==> config.mk <==
export PLATFORM = sky130hd
export DESIGN_NAME = csr_trap_unit_flat
export DESIGN_NICKNAME = d
export VERILOG_FILES = /design/src/rtl/csr_trap_unit_if.sv /design/src/rtl/csr_trap_unit.sv /design/src/flat_wrapper.sv
export SDC_FILE = /design/constraint.sdc
export NUM_CORES = 1
export LEC_CHECK = 0
export ABC_AREA = 1
export BUFFER_PORTS_ARGS = -buffer_cell sky130_fd_sc_hd__buf_2
export CAP_MARGIN = 15
export CORE_AREA = 2 2 236 215
export DETAILED_ROUTE_END_ITERATION = 16
export DIE_AREA = 0 0 238 217
export PLACE_DENSITY_LB_ADDON = 0.2
export SLEW_MARGIN = 5
export SYNTH_ARGS = -nofsm -noshare
export SYNTH_HDL_FRONTEND = slang
export SYNTH_SLANG_ARGS = --single-unit
==> constraint.sdc <==
create_clock -name clk -period 5.5 [get_ports clk]
set_input_delay 1.1 -clock clk [delete_from_list [all_inputs] [get_ports clk]]
set_output_delay 1.1 -clock clk [all_outputs]
set_load 0.01 [all_outputs]
==> src/rtl/csr_trap_unit_if.sv <==
// ---------------------------------------------------------------------------
// csr_trap_unit_if
// Bundle of the CSR access port, the interrupt/mret inputs and the fetch
// redirect outputs that connect the execute stage to csr_trap_unit.
//   master : pipeline side (drives csr_req/op/addr/wdata, pc, irq_*, mret)
//   slave  : csr_trap_unit side (drives csr_rdata, csr_illegal, csr_stall,
//            irq_ack, trap_redirect, trap_pc)
// Parameters must match those of the csr_trap_unit instance.
// ---------------------------------------------------------------------------
interface csr_trap_unit_if #(
  parameter int XLEN    = 32,
  parameter int ADDR_W  = 12,
  parameter int CAUSE_W = 4
);
  logic                csr_req;
  logic [1:0]          csr_op;
  logic [ADDR_W-1:0]   csr_addr;
  logic [XLEN-1:0]     csr_wdata;
  logic [XLEN-1:0]     csr_rdata;
  logic                csr_illegal;
  logic                csr_stall;
  logic [XLEN-1:0]     pc;
  logic                irq_pending;
  logic [CAUSE_W-1:0]  irq_cause;
  logic                irq_ack;
  logic                mret;
  logic                trap_redirect;
  logic [XLEN-1:0]     trap_pc;

  modport master (
    output csr_req, csr_op, csr_addr, csr_wdata, pc, irq_pending, irq_cause, mret,
    input  csr_rdata, csr_illegal, csr_stall, irq_ack, trap_redirect, trap_pc
  );

  modport slave (
    input  csr_req, csr_op, csr_addr, csr_wdata, pc, irq_pending, irq_cause, mret,
    output csr_rdata, csr_illegal, csr_stall, irq_ack, trap_redirect, trap_pc
  );
endinterface

==> src/rtl/csr_trap_unit.sv <==
// ---------------------------------------------------------------------------
// csr_trap_unit
// Machine-mode CSR file with atomic read-modify-write (RW/RS/RC) and a trap
// sequencer that saves mepc/mcause on interrupt entry and redirects fetch on
// trap entry and on mret.
//
// Ports:
//   clk   : rising-edge clock
//   rst_n : asynchronous active-low reset
//   bus   : csr_trap_unit_if.slave
//           csr_req/op/addr/wdata -> csr_rdata (old value, combinational),
//           csr_illegal, csr_stall; pc/irq_pending/irq_cause -> irq_ack;
//           mret; trap_redirect/trap_pc.
//
// CSR map: 0 mstatus (bit3 MIE, bit7 MPIE), 1 mtvec, 2 mepc (bits[1:0]=0),
//          3 mcause, 4..DEPTH-1 scratch.
//
// Optional feature macro: CSR_MCYCLE_EN
//   Defined: a free-running 64-bit cycle counter replaces scratch entries
//   DEPTH-2 (low half) and DEPTH-1 (high half); writes load that half.
//   Undefined: those entries are ordinary scratch registers.
// ---------------------------------------------------------------------------
module csr_trap_unit #(
  parameter int              XLEN      = 32,
  parameter int              DEPTH     = 16,
  parameter int              ADDR_W    = 12,
  parameter int              CAUSE_W   = 4,
  parameter logic [XLEN-1:0] RESET_VEC = 32'h0000_0100
) (
  input logic              clk,
  input logic              rst_n,
  csr_trap_unit_if.slave   bus
);

  localparam int IDX_W = $clog2(DEPTH);

  localparam logic [1:0] OP_RD = 2'b00;
  localparam logic [1:0] OP_RW = 2'b01;
  localparam logic [1:0] OP_RS = 2'b10;
  localparam logic [1:0] OP_RC = 2'b11;

  localparam logic [IDX_W-1:0] IDX_MSTATUS = IDX_W'(0);
  localparam logic [IDX_W-1:0] IDX_MTVEC   = IDX_W'(1);
  localparam logic [IDX_W-1:0] IDX_MEPC    = IDX_W'(2);
  localparam logic [IDX_W-1:0] IDX_MCAUSE  = IDX_W'(3);

  // Only MIE (bit 3) and MPIE (bit 7) of mstatus are implemented.
  localparam logic [XLEN-1:0] MSTATUS_MASK = {{(XLEN-8){1'b0}}, 8'h88};

  typedef enum logic [1:0] {
    ST_IDLE  = 2'b00,
    ST_SAVE  = 2'b01,
    ST_REDIR = 2'b10,
    ST_RET   = 2'b11
  } state_t;

  state_t          state_r;
  state_t          state_nxt_s;
  logic [XLEN-1:0] csr_r     [DEPTH];
  logic [XLEN-1:0] csr_nxt_s [DEPTH];

  logic [IDX_W-1:0] idx_s;
  logic             illegal_s;
  logic             wr_en_s;
  logic [XLEN-1:0]  rd_val_s;
  logic [XLEN-1:0]  wr_val_s;
  logic             save_s;
  logic             do_mret_s;
  logic             stall_s;
  logic             irq_ack_s;
  logic             redirect_s;
  logic [XLEN-1:0]  trap_pc_s;

`ifdef CSR_MCYCLE_EN
  localparam logic [IDX_W-1:0] IDX_CYC_LO = IDX_W'(DEPTH - 2);
  localparam logic [IDX_W-1:0] IDX_CYC_HI = IDX_W'(DEPTH - 1);
  logic [63:0] mcycle_r;
`endif

  // New value of a read-modify-write op given the old value and the operand.
  function automatic logic [XLEN-1:0] rmw_value(input logic [1:0]      op,
                                                input logic [XLEN-1:0] old_val,
                                                input logic [XLEN-1:0] operand);
    case (op)
      OP_RW:   rmw_value = operand;
      OP_RS:   rmw_value = old_val | operand;
      OP_RC:   rmw_value = old_val & ~operand;
      default: rmw_value = old_val;
    endcase
  endfunction

  // Force hard-wired-zero bits of the fixed-layout CSRs before storing.
  function automatic logic [XLEN-1:0] legalize(input logic [IDX_W-1:0] idx,
                                               input logic [XLEN-1:0]  val);
    case (idx)
      IDX_MSTATUS: legalize = val & MSTATUS_MASK;
      IDX_MEPC:    legalize = {val[XLEN-1:2], 2'b00};
      default:     legalize = val;
    endcase
  endfunction

  assign idx_s     = bus.csr_addr[IDX_W-1:0];
  assign illegal_s = bus.csr_req && (bus.csr_addr >= ADDR_W'(DEPTH));

  // Old-value read mux, with the cycle counter overlaid when enabled.
  always_comb begin
    rd_val_s = csr_r[idx_s];
`ifdef CSR_MCYCLE_EN
    if (idx_s == IDX_CYC_LO) begin
      rd_val_s = XLEN'(mcycle_r[31:0]);
    end else if (idx_s == IDX_CYC_HI) begin
      rd_val_s = XLEN'(mcycle_r[63:32]);
    end else begin
      rd_val_s = csr_r[idx_s];
    end
`endif
  end

  // Write qualification: set/clear with a zero operand is a pure read.
  always_comb begin
    wr_val_s = rmw_value(bus.csr_op, rd_val_s, bus.csr_wdata);
    wr_en_s  = 1'b0;
    if (bus.csr_req && !illegal_s && !stall_s) begin
      case (bus.csr_op)
        OP_RW:   wr_en_s = 1'b1;
        OP_RS,
        OP_RC:   wr_en_s = (bus.csr_wdata != {XLEN{1'b0}});
        OP_RD:   wr_en_s = 1'b0;
        default: wr_en_s = 1'b0;
      endcase
    end else begin
      wr_en_s = 1'b0;
    end
  end

  // Trap sequencer next-state and decoded outputs.
  always_comb begin
    state_nxt_s = state_r;
    save_s      = 1'b0;
    do_mret_s   = 1'b0;
    stall_s     = 1'b0;
    irq_ack_s   = 1'b0;
    redirect_s  = 1'b0;
    trap_pc_s   = {XLEN{1'b0}};
    case (state_r)
      ST_IDLE: begin
        // mret has priority; a pending irq is re-evaluated after RET.
        if (bus.mret) begin
          do_mret_s   = 1'b1;
          state_nxt_s = ST_RET;
        end else if (bus.irq_pending && csr_r[IDX_MSTATUS][3]) begin
          state_nxt_s = ST_SAVE;
        end else begin
          state_nxt_s = ST_IDLE;
        end
      end
      ST_SAVE: begin
        save_s      = 1'b1;
        irq_ack_s   = 1'b1;
        stall_s     = 1'b1;
        state_nxt_s = ST_REDIR;
      end
      ST_REDIR: begin
        stall_s     = 1'b1;
        redirect_s  = 1'b1;
        trap_pc_s   = {csr_r[IDX_MTVEC][XLEN-1:2], 2'b00};
        state_nxt_s = ST_IDLE;
      end
      ST_RET: begin
        stall_s     = 1'b1;
        redirect_s  = 1'b1;
        trap_pc_s   = csr_r[IDX_MEPC];
        state_nxt_s = ST_IDLE;
      end
      default: begin
        state_nxt_s = ST_IDLE;
      end
    endcase
  end

  // CSR next values: instruction write first, then trap/mret side effects.
  always_comb begin
    csr_nxt_s = csr_r;
    if (wr_en_s) begin
      csr_nxt_s[idx_s] = legalize(idx_s, wr_val_s);
    end else begin
      csr_nxt_s[idx_s] = csr_r[idx_s];
    end
    if (save_s) begin
      csr_nxt_s[IDX_MEPC]       = legalize(IDX_MEPC, bus.pc);
      csr_nxt_s[IDX_MCAUSE]     = {1'b1, {(XLEN-1-CAUSE_W){1'b0}}, bus.irq_cause};
      csr_nxt_s[IDX_MSTATUS][7] = csr_r[IDX_MSTATUS][3];
      csr_nxt_s[IDX_MSTATUS][3] = 1'b0;
    end else if (do_mret_s) begin
      csr_nxt_s[IDX_MSTATUS][3] = csr_r[IDX_MSTATUS][7];
      csr_nxt_s[IDX_MSTATUS][7] = 1'b1;
    end else begin
      csr_nxt_s[IDX_MSTATUS] = csr_nxt_s[IDX_MSTATUS];
    end
  end

  // CSR storage.
  always_ff @(posedge clk or negedge rst_n) begin
    if (!rst_n) begin
      for (int i = 0; i < DEPTH; i++) begin
        csr_r[i] <= (i == 1) ? RESET_VEC : {XLEN{1'b0}};
      end
    end else begin
      csr_r <= csr_nxt_s;
    end
  end

  // Trap sequencer state register.
  always_ff @(posedge clk or negedge rst_n) begin
    if (!rst_n) begin
      state_r <= ST_IDLE;
    end else begin
      state_r <= state_nxt_s;
    end
  end

`ifdef CSR_MCYCLE_EN
  // Free-running cycle counter; a CSR write loads one half instead of counting.
  always_ff @(posedge clk or negedge rst_n) begin
    if (!rst_n) begin
      mcycle_r <= 64'd0;
    end else if (wr_en_s && (idx_s == IDX_CYC_LO)) begin
      mcycle_r[31:0] <= wr_val_s[31:0];
    end else if (wr_en_s && (idx_s == IDX_CYC_HI)) begin
      mcycle_r[63:32] <= wr_val_s[31:0];
    end else begin
      mcycle_r <= mcycle_r + 64'd1;
    end
  end
`endif

  assign bus.csr_rdata     = (bus.csr_req && !illegal_s) ? rd_val_s : {XLEN{1'b0}};
  assign bus.csr_illegal   = illegal_s;
  assign bus.csr_stall     = stall_s;
  assign bus.irq_ack       = irq_ack_s;
  assign bus.trap_redirect = redirect_s;
  assign bus.trap_pc       = trap_pc_s;

endmodule

==> src/flat_wrapper.sv <==
// flat-port wrapper written by rule: the top's interface ports become plain ports
module csr_trap_unit_flat 
#(
  parameter int              XLEN      = 32,
  parameter int              DEPTH     = 16,
  parameter int              ADDR_W    = 12,
  parameter int              CAUSE_W   = 4,
  parameter logic [XLEN-1:0] RESET_VEC = 32'h0000_0100
)
  (clk, rst_n, bus_csr_req, bus_csr_op, bus_csr_addr, bus_csr_wdata, bus_pc, bus_irq_pending, bus_irq_cause, bus_mret, bus_csr_rdata, bus_csr_illegal, bus_csr_stall, bus_irq_ack, bus_trap_redirect, bus_trap_pc);
  csr_trap_unit_if #(.XLEN(XLEN), .ADDR_W(ADDR_W), .CAUSE_W(CAUSE_W)) bus_i ();
  input logic clk;
  input logic rst_n;
  input wire logic [$bits(bus_i.csr_req)-1:0] bus_csr_req;
  input wire logic [$bits(bus_i.csr_op)-1:0] bus_csr_op;
  input wire logic [$bits(bus_i.csr_addr)-1:0] bus_csr_addr;
  input wire logic [$bits(bus_i.csr_wdata)-1:0] bus_csr_wdata;
  input wire logic [$bits(bus_i.pc)-1:0] bus_pc;
  input wire logic [$bits(bus_i.irq_pending)-1:0] bus_irq_pending;
  input wire logic [$bits(bus_i.irq_cause)-1:0] bus_irq_cause;
  input wire logic [$bits(bus_i.mret)-1:0] bus_mret;
  output wire logic [$bits(bus_i.csr_rdata)-1:0] bus_csr_rdata;
  output wire logic [$bits(bus_i.csr_illegal)-1:0] bus_csr_illegal;
  output wire logic [$bits(bus_i.csr_stall)-1:0] bus_csr_stall;
  output wire logic [$bits(bus_i.irq_ack)-1:0] bus_irq_ack;
  output wire logic [$bits(bus_i.trap_redirect)-1:0] bus_trap_redirect;
  output wire logic [$bits(bus_i.trap_pc)-1:0] bus_trap_pc;
  assign bus_i.csr_req = bus_csr_req;
  assign bus_i.csr_op = bus_csr_op;
  assign bus_i.csr_addr = bus_csr_addr;
  assign bus_i.csr_wdata = bus_csr_wdata;
  assign bus_i.pc = bus_pc;
  assign bus_i.irq_pending = bus_irq_pending;
  assign bus_i.irq_cause = bus_irq_cause;
  assign bus_i.mret = bus_mret;
  assign bus_csr_rdata = bus_i.csr_rdata;
  assign bus_csr_illegal = bus_i.csr_illegal;
  assign bus_csr_stall = bus_i.csr_stall;
  assign bus_irq_ack = bus_i.irq_ack;
  assign bus_trap_redirect = bus_i.trap_redirect;
  assign bus_trap_pc = bus_i.trap_pc;
  csr_trap_unit #(.XLEN(XLEN), .DEPTH(DEPTH), .ADDR_W(ADDR_W), .CAUSE_W(CAUSE_W), .RESET_VEC(RESET_VEC)) u_core (.clk(clk), .rst_n(rst_n), .bus(bus_i));
endmodule
# After elaboration in Yosys (flattened, before gate mapping)
# Index checks and enable logic that the tools add are counted.
dict set report totals {
  regBits 514
  out_inout_bits 68
  in_bits 87
  wordCells 73
}
dict set report classes {
  n_mux 28
  magnitude_cmp 3
  bitwise 4
  eq_ne 7
  reduce_logical 14
}
# cell count
set op_table {}
lappend op_table {{512-bit bitwise mux} 2}
lappend op_table {{512-bit 2-to-1 mux} 1}
lappend op_table {{32-bit 2-to-1 mux} 5}
lappend op_table {{32-bit binary-select mux with 4-bit select} 1}
lappend op_table {{32-bit demux with 4-bit select} 1}
lappend op_table {{32-bit one-hot mux with 2 select lines} 2}
lappend op_table {{32-bit one-hot mux with 3 select lines} 1}
lappend op_table {{64-bit 2-to-1 mux} 1}
lappend op_table {{32-bit AND} 1}
lappend op_table {{32-bit inverter} 1}
lappend op_table {{32-bit OR} 1}
lappend op_table {{32-bit nonzero test} 1}
lappend op_table {{12-bit by 5-bit greater-or-equal comparator with 1-bit output, second input constant} 1}
lappend op_table {{1-bit 2-to-1 mux} 11}
lappend op_table {{2-bit == test, second input constant} 4}
lappend op_table {{2-bit one-hot mux with 3 select lines} 1}
lappend op_table {{5-bit greater-or-equal comparator, second input constant} 1}
lappend op_table {{1-bit logical AND} 5}
lappend op_table {{5-bit by 1-bit < comparator with 1-bit output, second input constant} 1}
lappend op_table {{4-bit inverter with 5-bit output} 1}
lappend op_table {{2-bit by 1-bit == test with 1-bit output, second input constant} 2}
lappend op_table {{4-bit by 2-bit == test with 1-bit output, second input constant} 1}
lappend op_table {{2-bit logical NOT} 2}
lappend op_table {{4-bit logical NOT} 1}
lappend op_table {{5 further kinds} 7}

# Logic depth before layout (Yosys ltp)
dict set report depth {
  ltp_word 12
  depth_mapped 17
  ltp_nobuf 13
}

# Worst setup path after synthesis
# No wires, ideal clock.
dict set report synth_path {
  kind {input port to output port}
  startpoint {input port bus_csr_addr[1]}
  endpoint {output port bus_csr_rdata[1]}
  cell_stages 11
  arrival_ns 2.370
  slack_ns 2.030
  n_path_buf 4
  t_required_ns 4.400
  cell_sequence {buf_4 -> inv_2 -> buf_2 -> buf_2 -> nand2_1 -> nand3_1 -> nand2_1 -> nand2_1 -> nor2_2 -> buf_2 -> nor2_1}
}
dict set report synth_via {
  elab_chain_len 5
  elab_cells_between_ends 9
  classes_between {order compare (1); mux (4); bitwise (1); reduce/logical (3)}
}
# item line_no
set synth_rtl {}
lappend synth_rtl {{from (decl)} flat_wrapper.sv:16} ;# input wire logic [$bits(bus_i.csr_addr)-1:0] bus_csr_addr;
lappend synth_rtl {{12-bit by 5-bit greater-or-equal comparator with 1-bit output or 4-bit inverter with 5-bit output (tied branches)} {csr_trap_unit.sv:103, csr_trap_unit.sv:107}}
lappend synth_rtl {{1-bit logical AND or 32-bit binary-select mux with 4-bit select (tied branches)} {csr_trap_unit.sv:103, csr_trap_unit.sv:107}}
lappend synth_rtl {{1-bit logical NOT or 32-bit 2-to-1 mux (tied branches)} {csr_trap_unit.sv:237, csr_trap_unit.sv:107}}
lappend synth_rtl {{1-bit logical AND or 32-bit 2-to-1 mux (tied branches)} {csr_trap_unit.sv:237, csr_trap_unit.sv:107}}
lappend synth_rtl {{32-bit 2-to-1 mux (*)} csr_trap_unit.sv:237} ;# assign bus.csr_rdata = (bus.csr_req && !illegal_s) ? rd_val_s : {XLEN{1'b0}};
lappend synth_rtl {{to (decl)} flat_wrapper.sv:22} ;# output wire logic [$bits(bus_i.csr_rdata)-1:0] bus_csr_rdata;
# Every way passes the cells marked *; elsewhere a longest branch is shown, timed or not. The select of a mux whose other input is x is not followed.

# Worst setup path in the final report
dict set report layout_path {
  startpoint {input port bus_csr_addr[2]}
  endpoint {output port bus_csr_rdata[15]}
}
# Same word-level chain as after synthesis.

==> flow_metrics.py <==
metrics = {
    "worst_setup_path": {
        "r2r_start": "u_core.state_r[1]$_DFF_PN0_",
        "critical_path.startpoint": "bus_csr_addr[2]",
        "critical_path_class": "in -> out",
        "arrival_ns": 3.50,
        "critPathRequiredTime_ns": 4.40,
        "start_kind": "input port",
        "path_max_fanout": 17,
        "end_kind": "primary output",
    },
    "hold_path": {
        "hp-start": "u_core.csr_r[65]$_DFFE_PN0P_",
        "hp-class": "reg -> reg",
    },
    "synth": {
        "syn_avg_cell_area_um2": 6.74,
        "synth_nets": 4420,
        "synth-edff-count": 0,
        "synth_top_cells_by_count": "1959 x nand2_1, 513 x dfrtp_1, 474 x inv_1",
        "yosysUniqueCellTypes": 31,
        "synth_area_um2": 29200,
        "synth_top_area_cell": "dfrtp_1",
        "synthTopCellsByArea": "dfrtp_1 44%, nand2_1 25%, inv_1 6.1%",
        "syn-instance-count": 4333,
        "synth_most_common_cell": "nand2_1",
        "synth-seq-cells": 514,
        "ys_warn_count": 0,
        "async_flop_share_pct": 100,
        "seq_area_frac_synth_pct": 44.0,
        "synth_top_area_share_pct": 44.0,
        "ys.flop_type": "dfrtp_1",
    },
    "grt": {
        "antenna_found_initial": 4,
        "grt_first_pass_wirelength_um": 150000,
        "grt_pass1_vias": 25700,
        "grt_max_degree": 135,
        "grt_usage_pct": 37.6,
        "grt_overflow": 0,
    },
    "clock_network": {
        "clk_pin_slew_ns": 0.06,
        "clockBufferDepth": 3,
        "cts_tree": "done",
        "cts_setup_buffers": 0,
        "post_cts_resized": 0,
        "cts_root_buf": "clkbuf_16",
        "h-tree-depth": 2,
        "clock_sinks": 514,
        "clkLatencyLatePin_ns": 0.65,
        "cts_made_buffers": 56,
        "ctsHoldBuffers": 0,
    },
    "sta": {
        "fin_hold_ws_ns": 0.480,
        "worst_pin_slew_ns": 1.12,
        "setup_viol": 0,
        "slew_headroom_pct": 25.3,
        "layout_min_cycle_time_ns": 4.60,
        "hold_violations": 0,
        "skew_ns": 0.0269,
        "setup_slack_ns": 0.901,
        "rsz0062_at_grt": "false",
        "maxSlewViolCount": 0,
        "setup_tns_ns": 0,
        "min_period_over_period_pct": 83.6,
        "fmax_ghz": 0.217,
    },
    "floorplan": {
        "die_w_um": 238,
        "core_um2": 49600,
        "die_area_um2": 51600,
        "ios": 155,
        "dieHeight_um": 217,
        "start_util_pct": 58.9,
        "row_count": 78,
    },
    "power": {
        "p_seq_share_pct": 40.6,
        "vdd_ir_drop_max_mv": 0.351,
        "finalPower_mw": 13.2,
        "power_leakage_nw": 18.0,
        "sw_frac_of_total_pct": 35.7,
        "power_switching_mw": 4.70,
        "p_comb_share_pct": 29.3,
        "internal-power_mw": 8.48,
        "powerDensity_nw_per_um2": 411,
        "p_clk_share_pct": 30.1,
    },
    "final_layout": {
        "area_growth_pct": 9.78,
        "fin_nets": 4421,
        "drive_above_1_share_pct": 12.6,
        "fin_util_pct": 64.7,
        "fillers": 4543,
        "final_cells": 5023,
        "finish.instance_area_um2": 32100,
    },
    "routing": {
        "routed_wl_um": 96400,
        "first_iter_violations": 3545,
        "drc": 0,
        "postRouteAntennaNets": 0,
        "dr.pass1.iters": 8,
        "via_per_inst": 5.60,
        "num_vias": 28100,
        "wl_per_cell_um": 19.2,
    },
    "flow_run": {
        "drv_cap": 0,
    },
    "placement": {
        "gp_congestion": 0.882,
        "dpl.cell_count": 4915,
        "dp_hpwl_um": 56600,
        "portBuffers": 152,
        "dp_worst_setup_slack_ns": 1.00,
        "placed_area_um2": 30100,
    },
    "outcome": {
        "outcome": "finished, final reports clean",
    },
}
kinds of logic (layout without fill, tap and decap cells):
kind of cell    count (synthesis)  in the layout  share of synthesized area (%)
simple gates                 2685           2685                           38.2
compound gates                376            376                           6.76
flops                         514            514                           44.0
buf+inv                       758            806                           11.0
other cells                     0              2                              0
area by class of cell:
type	count	area [um^2]	share of cell area [%]
clock inverters	25	318	0.991
clock buffers	80	1590	4.96
well taps	640	801	2.50
repair buffers	213	1370	4.28
inverters	488	1840	5.74
flip-flops and latches	514	12900	40.1
diodes	2	5.00	0.0156
multi-input cells	3061	13300	41.4
worst max-delay path: stages:
cell	delay, ns
buf_2	0.20
nand2_1	0.28
inv_1	0.79
buf_4	0.48
nand2_1	0.13
nand4_1	0.14
inv_1	0.10
nor2_1	0.11
buf_2	0.15
cell usage in the layout, fill, tap and decap left out, types with 35 or more instances in the layout:
| cell | synthesis | layout |
|---|---|---|
| o22ai_1 | 36 | 36 |
| o21ai_1 | 42 | 42 |
| nand2_1 | 1959 | 1959 |
| buf_4 | 41 | 52 |
| nand3_1 | 324 | 324 |
| a21oi_1 | 142 | 142 |
| inv_1 | 474 | 474 |
| dfrtp_1 | 513 | 513 |
| o21ai_0 | 140 | 140 |
| nor2_1 | 144 | 129 |
| or2_2 | 191 | 191 |
| nand4_1 | 35 | 35 |
| clkbuf_16 | 0 | 56 |
| buf_2 | 84 | 149 |
flip-flops by register name, summed over array words and instances, names as in the netlist:
register	flops
u_core.state_r	2
u_core.csr_r	512
power by group through the flow:
stage	logic (mW)	clock network [mW]	registers [mW]
6_report	3.86	3.96	5.36
4_1_cts	3.80	3.98	5.33
2_1_floorplan	2.73	0	5.24
5_1_grt	4.35	4.15	5.46
3_5_place_dp	3.77	0	5.39
3_3_place_gp	3.70	0	5.36
final timing paths:
kind	endpoint	slack [ns]	depth (start not counted)
min reg2reg	u_core.csr_r[65]$_DFFE_PN0P_	0.48	2
min in group asynchronous	u_core.csr_r[225]$_DFFE_PN0P_	0.51	1
min	u_core.csr_r[65]$_DFFE_PN0P_	0.48	2
max	bus_csr_rdata[15]	0.90	9
max in group asynchronous	u_core.csr_r[236]$_DFFE_PN0P_	3.81	2
max reg2reg	u_core.csr_r[162]$_DFFE_PN0P_	1.95	10
metal layers:
| layer | GRT usage [%] | vias to the layer above | wire length [um] |
|---|---|---|---|
| met3 | 8.08 | 283 | 11000 |
| li1 | - | 13200 | - |
| met2 | 55.1 | 1491 | 40800 |
| met4 | 16.4 | 10 | 4660 |
| met5 | 0 | - | 66 |
| met1 | 53.9 | 13100 | 39800 |
(Power assumes the default switching activity.)
